--- config.mk ---
export PLATFORM = sky130hd
export DESIGN_NAME = psum_sfu
export DESIGN_NICKNAME = d
export VERILOG_FILES = /design/src/rtl/psum_sfu.sv
export SDC_FILE = /design/constraint.sdc
export NUM_CORES = 1
export LEC_CHECK = 0
export CAP_MARGIN = 30
export CORE_ASPECT_RATIO = 0.7
export CORE_UTILIZATION = 41
export CTS_BUF_LIST = sky130_fd_sc_hd__clkbuf_8
export DETAILED_ROUTE_END_ITERATION = 10
export GPL_ROUTABILITY_DRIVEN = 0
export PLACE_DENSITY = 0.67
export SKIP_LAST_GASP = 1
export SYNTH_ARGS = -nofsm -noshare
export SYNTH_HDL_FRONTEND = slang
export SYNTH_SLANG_ARGS = --single-unit
--- constraint.sdc ---
create_clock -name clk -period 4.6 [get_ports clk]
set_input_delay 0.46 -clock clk [delete_from_list [all_inputs] [get_ports clk]]
set_output_delay 0.46 -clock clk [all_outputs]
set_load 0.05 [all_outputs]
--- src/rtl/psum_sfu.sv ---
// Psum accumulator: pass 0 writes the vector 1 cycle after accepting it; later passes read, add and write over 3 cycles.
// in_ready is high only in ACCEPT/WRITE, and no state advances while in_valid is low.
module psum_sfu #(
  parameter int COL     = 8,
  parameter int PSUM_BW = 16,
  parameter int ADDR_W  = 11,
  parameter int PASS_W  = 4,
  parameter int SAT     = 1
) (
  input  logic                     clk,
  input  logic                     reset,
  input  logic                     start,
  input  logic [ADDR_W-1:0]        base_addr,
  input  logic [ADDR_W:0]          num_vec,
  input  logic [PASS_W-1:0]        num_pass,
  input  logic                     relu_en,
  input  logic                     in_valid,
  output logic                     in_ready,
  input  logic [COL*PSUM_BW-1:0]   in_data,
  output logic                     mem_cen,
  output logic                     mem_wen,
  output logic [ADDR_W-1:0]        mem_addr,
  output logic [COL*PSUM_BW-1:0]   mem_d,
  input  logic [COL*PSUM_BW-1:0]   mem_q,
  output logic                     out_valid,
  output logic [COL*PSUM_BW-1:0]   out_data,
  output logic                     busy,
  output logic                     done
);

  localparam int VW = COL * PSUM_BW;
  localparam logic [ADDR_W:0]        ONE_V = {{ADDR_W{1'b0}}, 1'b1};
  localparam logic [PASS_W-1:0]      ONE_P = {{(PASS_W-1){1'b0}}, 1'b1};
  localparam logic [PSUM_BW-1:0]     SMAX  = {1'b0, {(PSUM_BW-1){1'b1}}};
  localparam logic [PSUM_BW-1:0]     SMIN  = {1'b1, {(PSUM_BW-1){1'b0}}};

  typedef enum logic [2:0] {IDLE, ACCEPT, READ, ADD, WRITE, DONE} state_t;

  state_t              state, nxt;
  logic [ADDR_W-1:0]   base_q;
  logic [ADDR_W:0]     num_vec_q, vec_cnt;
  logic [PASS_W-1:0]   num_pass_q, pass_cnt;
  logic                relu_q, fin_lat, last_lat, last_nxt;
  logic [VW-1:0]       in_lat;

  logic                xfer, vec_end, fin_pass, last_xfer, cfg_empty;
  logic [ADDR_W-1:0]   xfer_addr;
  logic [VW-1:0]       wr0_vec, sum_vec;

  function automatic logic [VW-1:0] relu_vec(input logic [VW-1:0] v, input logic en);
    logic [VW-1:0] r;
    r = v;
    for (int c = 0; c < COL; c++) begin
      if (en && v[c*PSUM_BW + PSUM_BW-1]) r[c*PSUM_BW +: PSUM_BW] = '0;
    end
    return r;
  endfunction

  // One guard bit per channel exposes signed overflow for the clamp.
  function automatic logic [VW-1:0] add_vec(input logic [VW-1:0] a, input logic [VW-1:0] b);
    logic [VW-1:0]      r;
    logic [PSUM_BW:0]   s;
    r = '0;
    for (int c = 0; c < COL; c++) begin
      s = {a[c*PSUM_BW + PSUM_BW-1], a[c*PSUM_BW +: PSUM_BW]} +
          {b[c*PSUM_BW + PSUM_BW-1], b[c*PSUM_BW +: PSUM_BW]};
      if (SAT != 0 && s[PSUM_BW] != s[PSUM_BW-1])
        r[c*PSUM_BW +: PSUM_BW] = s[PSUM_BW] ? SMIN : SMAX;
      else
        r[c*PSUM_BW +: PSUM_BW] = s[PSUM_BW-1:0];
    end
    return r;
  endfunction

  assign xfer      = in_valid & in_ready;
  assign vec_end   = (vec_cnt == num_vec_q - ONE_V);
  assign fin_pass  = (pass_cnt == num_pass_q - ONE_P);
  assign last_xfer = vec_end & fin_pass;
  assign cfg_empty = (num_vec == '0) || (num_pass == '0);
  assign xfer_addr = base_q + vec_cnt[ADDR_W-1:0];
  assign wr0_vec   = relu_vec(in_data, fin_pass & relu_q);
  assign sum_vec   = relu_vec(add_vec(mem_q, in_lat), fin_lat & relu_q);

  always_comb begin
    nxt = state;
    case (state)
      IDLE:    if (start) nxt = cfg_empty ? DONE : ACCEPT;
      ACCEPT:  if (xfer) begin
                 if (pass_cnt != '0) nxt = READ;
                 else if (last_xfer) nxt = WRITE;
               end
      READ:    nxt = ADD;
      ADD:     nxt = WRITE;
      WRITE:   if (last_lat) nxt = DONE;
               else if (xfer) nxt = READ;
      DONE:    nxt = IDLE;
      default: nxt = IDLE;
    endcase
  end

  always_comb begin
    last_nxt = last_lat;
    if (state == IDLE && start) last_nxt = 1'b0;
    else if (xfer) last_nxt = last_xfer;
  end

  always_ff @(posedge clk or negedge reset) begin
    if (!reset) begin
      state      <= IDLE;
      base_q     <= '0;
      num_vec_q  <= '0;
      num_pass_q <= '0;
      relu_q     <= 1'b0;
      vec_cnt    <= '0;
      pass_cnt   <= '0;
      fin_lat    <= 1'b0;
      last_lat   <= 1'b0;
      in_lat     <= '0;
      busy       <= 1'b0;
      done       <= 1'b0;
      in_ready   <= 1'b0;
      out_valid  <= 1'b0;
      out_data   <= '0;
      mem_cen    <= 1'b1;
      mem_wen    <= 1'b1;
      mem_addr   <= '0;
      mem_d      <= '0;
    end else begin
      state     <= nxt;
      busy      <= (nxt != IDLE);
      done      <= (nxt == DONE);
      in_ready  <= (nxt == ACCEPT) || (nxt == WRITE && !last_nxt);
      last_lat  <= last_nxt;
      mem_cen   <= 1'b1;
      mem_wen   <= 1'b1;
      out_valid <= 1'b0;

      if (state == IDLE && start) begin
        base_q     <= base_addr;
        num_vec_q  <= num_vec;
        num_pass_q <= num_pass;
        relu_q     <= relu_en;
        vec_cnt    <= '0;
        pass_cnt   <= '0;
      end

      if (xfer) begin
        mem_cen  <= 1'b0;
        mem_addr <= xfer_addr;
        fin_lat  <= fin_pass;
        vec_cnt  <= vec_end ? '0 : vec_cnt + ONE_V;
        if (vec_end) pass_cnt <= pass_cnt + ONE_P;
        // Pass 0 has nothing to accumulate: write straight through.
        if (pass_cnt == '0) begin
          mem_wen   <= 1'b0;
          mem_d     <= wr0_vec;
          out_valid <= fin_pass;
          if (fin_pass) out_data <= wr0_vec;
        end else begin
          in_lat <= in_data;
        end
      end

      if (state == ADD) begin
        mem_cen   <= 1'b0;
        mem_wen   <= 1'b0;
        mem_d     <= sum_vec;
        out_valid <= fin_lat;
        if (fin_lat) out_data <= sum_vec;
      end
    end
  end

endmodule

==> results.md, run 1 <==
* Status: finished clean
* Worst-path fanout max at 13
* Hold path start: base_addr[1]
* Synthesized Nets at 2966
* Sequential Area at about 11000 µm²
* FILL cells at between 5000 and 6000
* RSZ-0062 raised after global routing: no
* CP Class: flop to flop
* Via Count at about 23000
* CTS tree: done
* Max Cap Viol at 0
* Post-Route WL at between 80000 and 90000 µm
* Period utilization at between 80 and 90%
* Synth warn at 0
* Worst r2r src: in_lat[33]
* Total negative slack at 0 ps
* Max Clk Rate at 0.243 GHz
* Area Growth Syn to Fin at 31.9%
* Number of global-route vias before repair at around 24000
* Slew headroom at 33.4%
* Ys flop type: dfrtp_1
* Yosys reg bits at 450
* Number of flops mapped to enable cells by yosys at 0
* Internal power at about 14 mW
* Die width at approximately 300 µm
* Clock Pin Slew Worst Setup and Hold Paths at around 60 ps
* Clock network power share at between 10% and 20%
* First-pass GRT wire length at between 100000 and 150000 µm
* Flop pwr share at about a quarter
* Avg Inst Size Synth at between 10 and 15 µm²
* Sw Ratio at approximately half
* Cells after DPL at 3808
* P per Cell Area at 857 nW/µm²
* Met3 Use GR at around 7.6%
* Sequential share of the synthesized area at 44.1%
* Depth of the CTS H-tree at 3
* Crit path required time at ~5100 ps
* Synthesized netlist cell count at approximately 2500
* Port bufs at 560
* CP Capture Type: flop
* Grt met2 use at 42.8%
* Crit path launch type: flop
* I/O Pins at approximately 560
* Via/cell ratio at between 5 and 6
* GR Overflow Total at 0
* Antenna violations before repair at 11
* DP HPWL at between 60000 and 70000 µm
* Largest net degree at the start of global routing at about 100
* Iteration-0 DRC Markers at roughly 1700
* TritonCTS buffer count at between 70 and 80
* Top Usage Layer GRT: met2
* DRC violations left at 0
* Mapped cell area at ~26000 µm²
* M1 GR Usage at approximately 38%
* Die footprint at 63200 µm²
* GRT Overall Usage at around 28%
* CORE AREA at ~62000 µm²
* Leak pwr at about 15 nW
* Final Total Pwr at 28.8 mW
* Reg-to-reg slack, setup at around 500 ps
* Multi-input logic area at approximately 14000 µm²
* Combinational power share at between 60% and 70%
* Routed wire per std cell at between 20 and 25 µm
* Die H at about 210 µm
* Fin. Hold Viols at 0
* Worst Hold Class: primary input to flop
* Final Critical Period at between 4000 and 5000 ps
* Final setup vio count at 0
* VDD IR max at ~0.5 mV
* Least-Margin Pin Slew at between 900 and 1000 ps
* Pre-antenna DRT Iters at 5
* CTS Sinks at 450
* Initial Util at 41.5%
* Setup bufs post-CTS at 0
* Longest Clk Path Bufs at 3
* Row Count at between 70 and 80
* Worst skew pair latency at approximately 670 ps
* Arrival @ worst endpoint at roughly 4600 ps
* CTS root buf: clkbuf_8
* Clock skew at around 53 ps
* Psw at 14.4 mW
* Crit path from: in_lat[33]
* Post-detailed-route count of antenna-violating nets at 0
* Post-Layout Cell Count at a little under 4000
* Final net count at 3524
* Share of cells above drive strength 1 at between 10% and 20%
* Netlist cell types at 82
* Pins Over Slew Limit at 0
* Ys async rst share at 100%
[synth_stat cells (10+ instances only)]
cell | instances | area (µm²)
dfrtp_1 | 448 | 11200
o21ai_0 | 272 | 1360
nor2_1 | 208 | 781
a22oi_1 | 191 | 1430
a21oi_1 | 157 | 786
ha_1 | 157 | 1960
mux2_2 | 153 | 1720
nand2_1 | 104 | 390
clkbuf_1 | 95 | 357
xnor2_1 | 91 | 797
o22ai_1 | 59 | 369
xor2_1 | 51 | 447
a21o_1 | 46 | 345
a221oi_1 | 45 | 394
inv_1 | 40 | 150
buf_2 | 37 | 185
nand2b_1 | 25 | 156
nand3_1 | 24 | 120
or3_1 | 22 | 138
o21bai_1 | 21 | 158
and3_1 | 18 | 113
o21a_1 | 17 | 128
nor3_1 | 15 | 75.1
a21oi_2 | 14 | 123
nor2b_1 | 14 | 87.6
a31oi_1 | 13 | 81.3
o31ai_1 | 11 | 82.6
o21ai_1 | 10 | 50.1
[stage by stage]
stage               util (%)  setup slack (ps)  area (µm²)  hold slack [ps]
floorplan                  -               828       25500              164
global placement        52.1               144       32100              467
detailed placement      52.1             -7.27       32100              472
CTS                     54.7               536       33600              322
global route            54.7               150       33700              385
finish                  54.7               486       33700              396
[cell type report]
type	instances	area share (%)
Inverter	40	0.446
Timing Repair Buffer	616	18.2
Antenna cell	4	0.0297
Tap cell	819	3.04
Clock inverter	44	0.650
Clock buffer	96	3.93
Multi-Input combinational cell	1885	40.3
Sequential cell	450	33.5
[state kept, by name, summed over array words and instances, names as in the netlist, 3 cells and up]
signal / count
vec_cnt: 12
state: 3
base_q: 11
num_pass_q: 4
num_vec_q: 12
pass_cnt: 4
in_lat: 128
mem_addr: 11
mem_d: 128
out_data: 128
[worst paths after layout]
path,endpoint,cells past startpoint
worst max register to register,mem_d[42],16
min in group asynchronous,out_data[55],2
max in group asynchronous,mem_d[117],3
worst max-delay path,mem_d[42],16
worst min register to register,mem_addr[6],2
worst min-delay path,base_q[1],3
[per-layer routing]
layer,wire length [µm],vias to the layer above
met5,80,-
met4,2880,12
met3,7890,213
met2,40300,1051
met1,38500,11459
li1,-,10501
[what timing repair did]
action,in CTS,in global routing
hold buffers,1,0
setup endpoints to repair,0,0
hold endpoints to repair,95,0
gates resized for setup,0,0
[power by group through the flow]
stage                     logic (mW)  clock network, mW  registers, mW
final                           18.0               3.68           7.12
after global routing            19.4               3.94           7.32
after CTS                       17.9               3.77           7.10
after detailed placement        17.8                  0           7.12
after global placement          17.5                  0           7.08
after floorplan                 8.34                  0           10.7
[worst max-delay path, cell delays in order, from the launching register on]
cell	delay, ps
dfrtp_1	420
ha_1	290
a21o_1	160
a21oi_1	250
nor2b_1	110
o31ai_1	380
o21ai_1	190
a31o_2	300
a21oi_1	170
o21bai_1	130
xor2_1	170
ha_1	330
nand2_1	70
o21ai_0	90
a41oi_2	260
nand2_1	360
o21ai_0	320
[kinds of logic (layout without fill, tap and decap cells)]
group	Yosys count	in the layout	share of synthesized area [%]
buf+inv	177	796	2.88
mux	159	159	6.99
fa+ha+maj	166	166	8.41
xor+xnor	142	142	4.87
other cells	0	4	0
compound gates	936	936	23.8
simple gates	482	482	8.89
flops	450	450	44.1
[cell usage in the layout, fill, tap and decap left out, types with 24 or more instances in the layout]
master | synthesis | layout
nand3_1 | 24 | 24
xnor2_1 | 91 | 91
mux2_2 | 153 | 153
nor2_1 | 208 | 206
xor2_1 | 51 | 51
nand2b_1 | 25 | 25
a21oi_1 | 157 | 157
clkdlybuf4s50_1 | 0 | 559
dfrtp_1 | 448 | 448
ha_1 | 157 | 157
a221oi_1 | 45 | 45
o22ai_1 | 59 | 59
a21o_1 | 46 | 46
nand2_1 | 104 | 102
o21ai_0 | 272 | 272
a22oi_1 | 191 | 191
buf_4 | 0 | 48
clkbuf_8 | 0 | 96
inv_1 | 40 | 72
(Power assumes the default switching activity.)
==> inputs of run 2 (changes only) <==
CTS_CLUSTER_DIAMETER = 40   (was unset)
==> results.md, run 2 (synthesis gave the netlist of run 1 again) <==
* CP Class: flop to flop (unchanged)
* RSZ-0062 raised after global routing: no (unchanged)
* First-pass GRT wire length at 138000 µm (about the same)
* Least-Margin Pin Slew at 1020 ps (was 999 ps)
* Clock Pin Slew Worst Setup and Hold Paths at 60 ps (about the same)
* Crit path required time at 5170 ps (was 5130 ps)
* Via/cell ratio at 5.88 (about the same)
* CP delay by family, top: compound AO/OA/AOI/OAI gates (unchanged)
* Slew headroom at 32.2% (was 33.4%)
* Psw at 14.5 mW (was 14.4 mW)
* Share of cells above drive strength 1 at 12.4% (was 12.0%)
* Pins Over Slew Limit at 0 (unchanged)
* Worst skew pair latency at 680 ps (was 670 ps)
* Max Cap Viol at 0 (unchanged)
* Pre-antenna DRT Iters at 5 (unchanged)
* Depth of the CTS H-tree at 3 (unchanged)
* CTS tree: done (unchanged)
* CTS root buf: clkbuf_8 (unchanged)
* Area Growth Syn to Fin at 32.7% (was 31.9%)
* CP Capture Type: flop (unchanged)
* Routed wire per std cell at 22.7 µm (about the same)
* CP most frequent cell: o21ai_0
* Finished Cell Area at 33800 µm² (was 33700 µm²)
* Setup bufs post-CTS at 0 (unchanged)
* Status: finished clean (unchanged)
* Antenna violations before repair at 13 (was 11)
* Post-detailed-route count of antenna-violating nets at 0 (unchanged)
* Fin worst setup slack at 500 ps (was 486 ps)
* Hold slack at 385 ps (was 396 ps)
* Combinational power share at 61.8% (was 62.5%)
* Total negative slack at 0 ps (unchanged)
* I/O Pins at 561 (unchanged)
* Iteration-0 DRC Markers at 1792 (was 1729)
* Number of global-route vias before repair at 23735 (was 23625)
* Port bufs at 560 (unchanged)
* CTS Sinks at 450 (unchanged)
* Longest Clk Path Bufs at 3 (unchanged)
* Die width at 300 µm (unchanged)
* Worst path slowest cell: dfrtp_1 (unchanged)
* Area after DPL at 32100 µm² (unchanged)
* Post-Route WL at 89800 µm (was 89600 µm)
* Resized Gates After CTS at 0 (unchanged)
* Die H at 211 µm (unchanged)
* Worst Hold Class: primary input to flop (unchanged)
* GR Overflow Total at 0 (unchanged)
* Via Count at 23282 (was 23236)
* GRT Overall Usage at 28.0% (was 27.9%)
* Largest net degree at the start of global routing at 102 (unchanged)
* Flop pwr share at 24.3% (was 24.7%)
* DP HPWL at 64100 µm (unchanged)
* DRC violations left at 0 (unchanged)
* Fin. Hold Viols at 0 (unchanged)
* Max Clk Rate at 0.244 GHz (was 0.243 GHz)
* Period utilization at 89.1% (was 89.4%)
* Crit path cell chain: ha_1, a21o_1, a21oi_1, o21ai_0, a31oi_1, o21ai_0, a31o_2, a21oi_1, o21bai_1, xor2_1, ha_1, o21ai_0, a21boi_1, nand2_1, o21ai_0 (was ha_1, a21o_1, a21oi_1, nor2b_1, o31ai_1, o21ai_1, a31o_2, a21oi_1, o21bai_1, xor2_1, ha_1, nand2_1, o21ai_0, a41oi_2, nand2_1, o21ai_0)
* Sw Ratio at 49.5% (was 49.9%)
* Final Critical Period at 4100 ps (was 4110 ps)
* Arrival @ worst endpoint at 4670 ps (was 4640 ps)
* P per Cell Area at 864 nW/µm² (was 857 nW/µm²)
* Clock network power share at 13.9% (was 12.8%)
* Leak pwr at 14.6 nW (was 14.5 nW)
* Clock skew at 42.7 ps (was 53.0 ps)
* Crit path largest cell delay at 420 ps (about the same)
* Hold Buf Count CTS at 1 (unchanged)
* Place WS at -7.27 ps (unchanged)
* Die footprint at 63200 µm² (unchanged)
* Commonest non-fill, non-tap cells in the layout: 559 x clkdlybuf4s50_1, 448 x dfrtp_1, 272 x o21ai_0 (unchanged)
* Post-Route Utilization at 55.0% (was 54.7%)
* Worst-path fanout max at 13 (unchanged)
* Initial Util at 41.5% (unchanged)
* CORE AREA at 61500 µm² (unchanged)
* Largest regs: in_lat: 128 flops, mem_d: 128 flops, out_data: 128 flops (unchanged)
* TritonCTS buffer count at 80 (was 77)
* Final Total Pwr at 29.2 mW (was 28.8 mW)
* Commonest non-fill, non-tap cell in the layout: clkdlybuf4s50_1 (unchanged)
* Final net count at 3527 (was 3524)
* Cells after DPL at 3808 (unchanged)
* Post-Layout Cell Count at 3960 (was 3954)
* Internal power at 14.8 mW (was 14.4 mW)
* Final setup vio count at 0 (unchanged)
* Worst path bufs/invs at 0 (unchanged)
* Crit path launch type: flop (unchanged)
* Row Count at 76 (unchanged)
* VDD IR max at 0.499 mV (was 0.498 mV)
-- run 2: final timing paths --
path	startpoint	endpoint	slack [ps]	cells after the start
worst max-delay path	in_lat[65]	mem_d[77]	500	15
worst max register to register	in_lat[65]	mem_d[77]	500	15
min in group asynchronous	reset	out_data[55]	450	2
worst min register to register	mem_addr[6]	mem_addr[6]	480	2
max in group asynchronous	reset	in_lat[34]	3030	3
worst min-delay path	base_addr[1]	base_q[1]	390	3
-- run 2: tightest hold or removal path, stage by stage --
cell and delay [ps]:
clkdlybuf4s50_1 400, nand2_1 50, o21ai_0 80
-- run 2: power by group through the flow --
stage          sequential, mW  combinational, mW  clock (mW)
2_1_floorplan            10.7               8.34           0
3_3_place_gp             7.08               17.5           0
3_5_place_dp             7.12               17.8           0
4_1_cts                  7.10               17.9        4.15
5_1_grt                  7.32               19.4        4.33
6_report                 7.12               18.1        4.06
-- run 2: final cells by class --
cell class                 count  area, µm²
fill                        5294      27700
multi-input combinational   1885      13600
sequential                   450      11300
timing repair buffer         616       6120
clock buffer                  98       1350
tap                          819       1020
clock inverter                45        365
inverter                      40        150
antenna                        7       17.5
-- run 2: metal layers --
metal | track usage (%) | up-vias | part of all wire, %
li1 | - | 10523 | -
met3 | 7.99 | 187 | 8.8
met1 | 37.3 | 11544 | 43
met4 | 10.5 | 12 | 3.0
met5 | 0 | - | 0.089
met2 | 43.0 | 1016 | 45
==> inputs of run 3 (changes only) <==
CORE_UTILIZATION = 40   (was 41)
PLACE_DENSITY = 0.66   (was 0.67)
==> results.md, run 3 (synthesis gave the netlist of run 1 again) <==
* Post-Route WL at 90100 µm (was 89800 µm)
* Crit path launch type: flop (unchanged)
* Hold depth at 3 (unchanged)
* Setup bufs post-CTS at 0 (unchanged)
* Longest Clk Path Bufs at 3 (unchanged)
* GR Overflow Total at 0 (unchanged)
* Pins Over Slew Limit at 0 (unchanged)
* Pre-antenna DRT Iters at 8 (was 5)
* Worst Hold Class: primary input to flop (unchanged)
* DRC violations left at 0 (unchanged)
* Arrival @ worst endpoint at 4700 ps (was 4670 ps)
* GRT Overall Usage at 27.1% (was 28.0%)
* Fin. Hold Viols at 0 (unchanged)
* Commonest non-fill, non-tap cell in the layout: clkdlybuf4s50_1 (unchanged)
* Met1 Wirelength at 39100 µm (was 38600 µm)
* Crit path required time at 5160 ps (was 5170 ps)
* Clock Pin Slew Worst Setup and Hold Paths at 70 ps (was 60 ps)
* Port bufs at 560 (unchanged)
* Worst skew pair latency at 660 ps (was 680 ps)
* Multi-input logic area at 13600 µm² (unchanged)
* Final setup vio count at 0 (unchanged)
* Worst-case reg-to-reg path depth at 15 (unchanged)
* CORE AREA at 63100 µm² (was 61500 µm²)
* Iteration-0 DRC Markers at 1613 (was 1792)
* Status: finished clean (unchanged)
* DP HPWL at 64000 µm (was 64100 µm)
* Depth of the CTS H-tree at 3 (unchanged)
* Routed wire per std cell at 22.7 µm (about the same)
* Sequential Area at 11300 µm² (unchanged)
* Crit path from: in_lat[65] (unchanged)
* Worst-path fanout max at 13 (unchanged)
* Worst r2r src: in_lat[65] (unchanged)
* Hold slack at 420 ps (was 385 ps)
* RSZ-0062 raised after global routing: no (unchanged)
* Crit path largest cell delay at 410 ps (was 420 ps)
* CP Capture Type: flop (unchanged)
* Initial Util at 40.4% (was 41.5%)
* Met3 wire length at 6760 µm (was 7900 µm)
* Via Count at 23091 (was 23282)
* Die H at 213 µm (was 211 µm)
* Slew headroom at 35.9% (was 32.2%)
* VDD IR max at 0.576 mV (was 0.499 mV)
* Uppermost routed layer: met5 (unchanged)
* Met2 Wirelength at 41600 µm (was 40500 µm)
* Max Cap Viol at 0 (unchanged)
* Leak pwr at 14.6 nW (about the same)
* Worst path slowest cell: dfrtp_1 (unchanged)
* Post-detailed-route count of antenna-violating nets at 0 (unchanged)
* Final Total Pwr at 29.1 mW (was 29.2 mW)
* CTS tree: done (unchanged)
* CP most frequent cell: o21ai_0 (unchanged)
* Max Clk Rate at 0.242 GHz (was 0.244 GHz)
* I/O Pins at 561 (unchanged)
* Die width at 304 µm (was 300 µm)
* First-pass GRT wire length at 137000 µm (was 138000 µm)
* Die footprint at 64800 µm² (was 63200 µm²)
* Final Critical Period at 4140 ps (was 4100 ps)
* CTS root buf: clkbuf_8 (unchanged)
* Period utilization at 90.0% (was 89.1%)
* Resized Gates After CTS at 0 (unchanged)
* CP Class: flop to flop (unchanged)
* CTS Sinks at 450 (unchanged)
* Antenna violations before repair at 11 (was 13)
* Hold path start: num_pass[1] (was base_addr[1])
* Clock skew at 32.6 ps (was 42.7 ps)
* Via/cell ratio at 5.82 (was 5.88)
* Largest regs: in_lat: 128 flops, mem_d: 128 flops, out_data: 128 flops (unchanged)
* Share of cells above drive strength 1 at 12.6% (was 12.4%)
* Final net count at 3531 (was 3527)
* Area Growth Syn to Fin at 32.7% (about the same)
* Least-Margin Pin Slew at 961 ps (was 1020 ps)
* Largest net degree at the start of global routing at 111 (was 102)
* TritonCTS buffer count at 80 (unchanged)
* Crit path cell chain: ha_1, a21o_1, a21oi_1, o21ai_0, a31oi_1, o21ai_0, a31o_2, a21oi_1, o21bai_1, xor2_1, ha_1, o21ai_0, a21boi_1, nand2_1, o21ai_0 (unchanged)
* Row Count at 77 (was 76)
* FILL cells at 5433 (was 5294)
* Number of global-route vias before repair at 23361 (was 23735)
* P per Cell Area at 859 nW/µm² (was 864 nW/µm²)
* Commonest non-fill, non-tap cells in the layout: 559 x clkdlybuf4s50_1, 448 x dfrtp_1, 272 x o21ai_0 (unchanged)
## run 3: cell types whose count changed in the layout (fill, tap and decap cells not counted), moves of 2 or more
cell | before | now
buf_4 | 48 | 53
inv_1 | 64 | 60
buf_12 | 7 | 4
clkinvlp_4 | 1 | 4
diode_2 | 7 | 5
inv_6 | 3 | 1
## run 3: routing by layer
metal  up-vias  GRT usage (%)
li1      10518              -
met2       917           43.5
met1     11475           36.2
met4        12           8.98
met5         -              0
met3       169           6.43
## run 3: critical path, delay by kind of cell, from the launching register on
family	cells	cell delay (ps)
compound gates	11	2630
xor+xnor	1	160
fa+ha+maj	2	510
flops	1	410
simple gates	1	320
## run 3: path summary, 6_finish.rpt
kind,endpoint,slack [ps]
setup / recovery,mem_d[65],460
hold / removal,num_pass_q[1],420
setup reg to reg,mem_d[65],460
hold reg to reg,mem_addr[2],490
max in group asynchronous,out_data[40],2800
min in group asynchronous,mem_d[60],440
## run 3: layout make-up
class / instances / area share [%]
multi-input cells: 1885 / 40.0
diodes: 5 / 0.0370
repair buffers: 620 / 18.1
flip-flops and latches: 450 / 33.3
inverters: 40 / 0.443
clock inverters: 42 / 1.01
clock buffers: 99 / 4.02
well taps: 829 / 3.06
## run 3: through the flow
step | util (%) | instances | TNS, ps | cell area (µm²) | setup WS [ps]
floorplan | - | 2512 | 0 | 25500 | 828
global placement | 50.9 | 3821 | 0 | 32100 | 168
detailed placement | 50.9 | 3821 | -14.9 | 32100 | -14.9
CTS | 53.6 | 3963 | 0 | 33800 | 518
global route | 53.7 | 3969 | 0 | 33900 | 169
finish | 53.7 | 3970 | 0 | 33900 | 459
## run 3: what timing repair did
item / 4_1_cts / 5_1_grt
hold endpoints to repair: 90 / 0
setup endpoints to repair: 0 / 0
hold buffers: 1 / 0
## run 3: power breakdown
part / leakage (nW) / internal [mW] / switching [mW]
sequential: 5.62 / 5.79 / 1.34
clock: 0.946 / 2.23 / 1.79
combinational: 8.02 / 6.70 / 11.2
total: 14.6 / 14.7 / 14.4
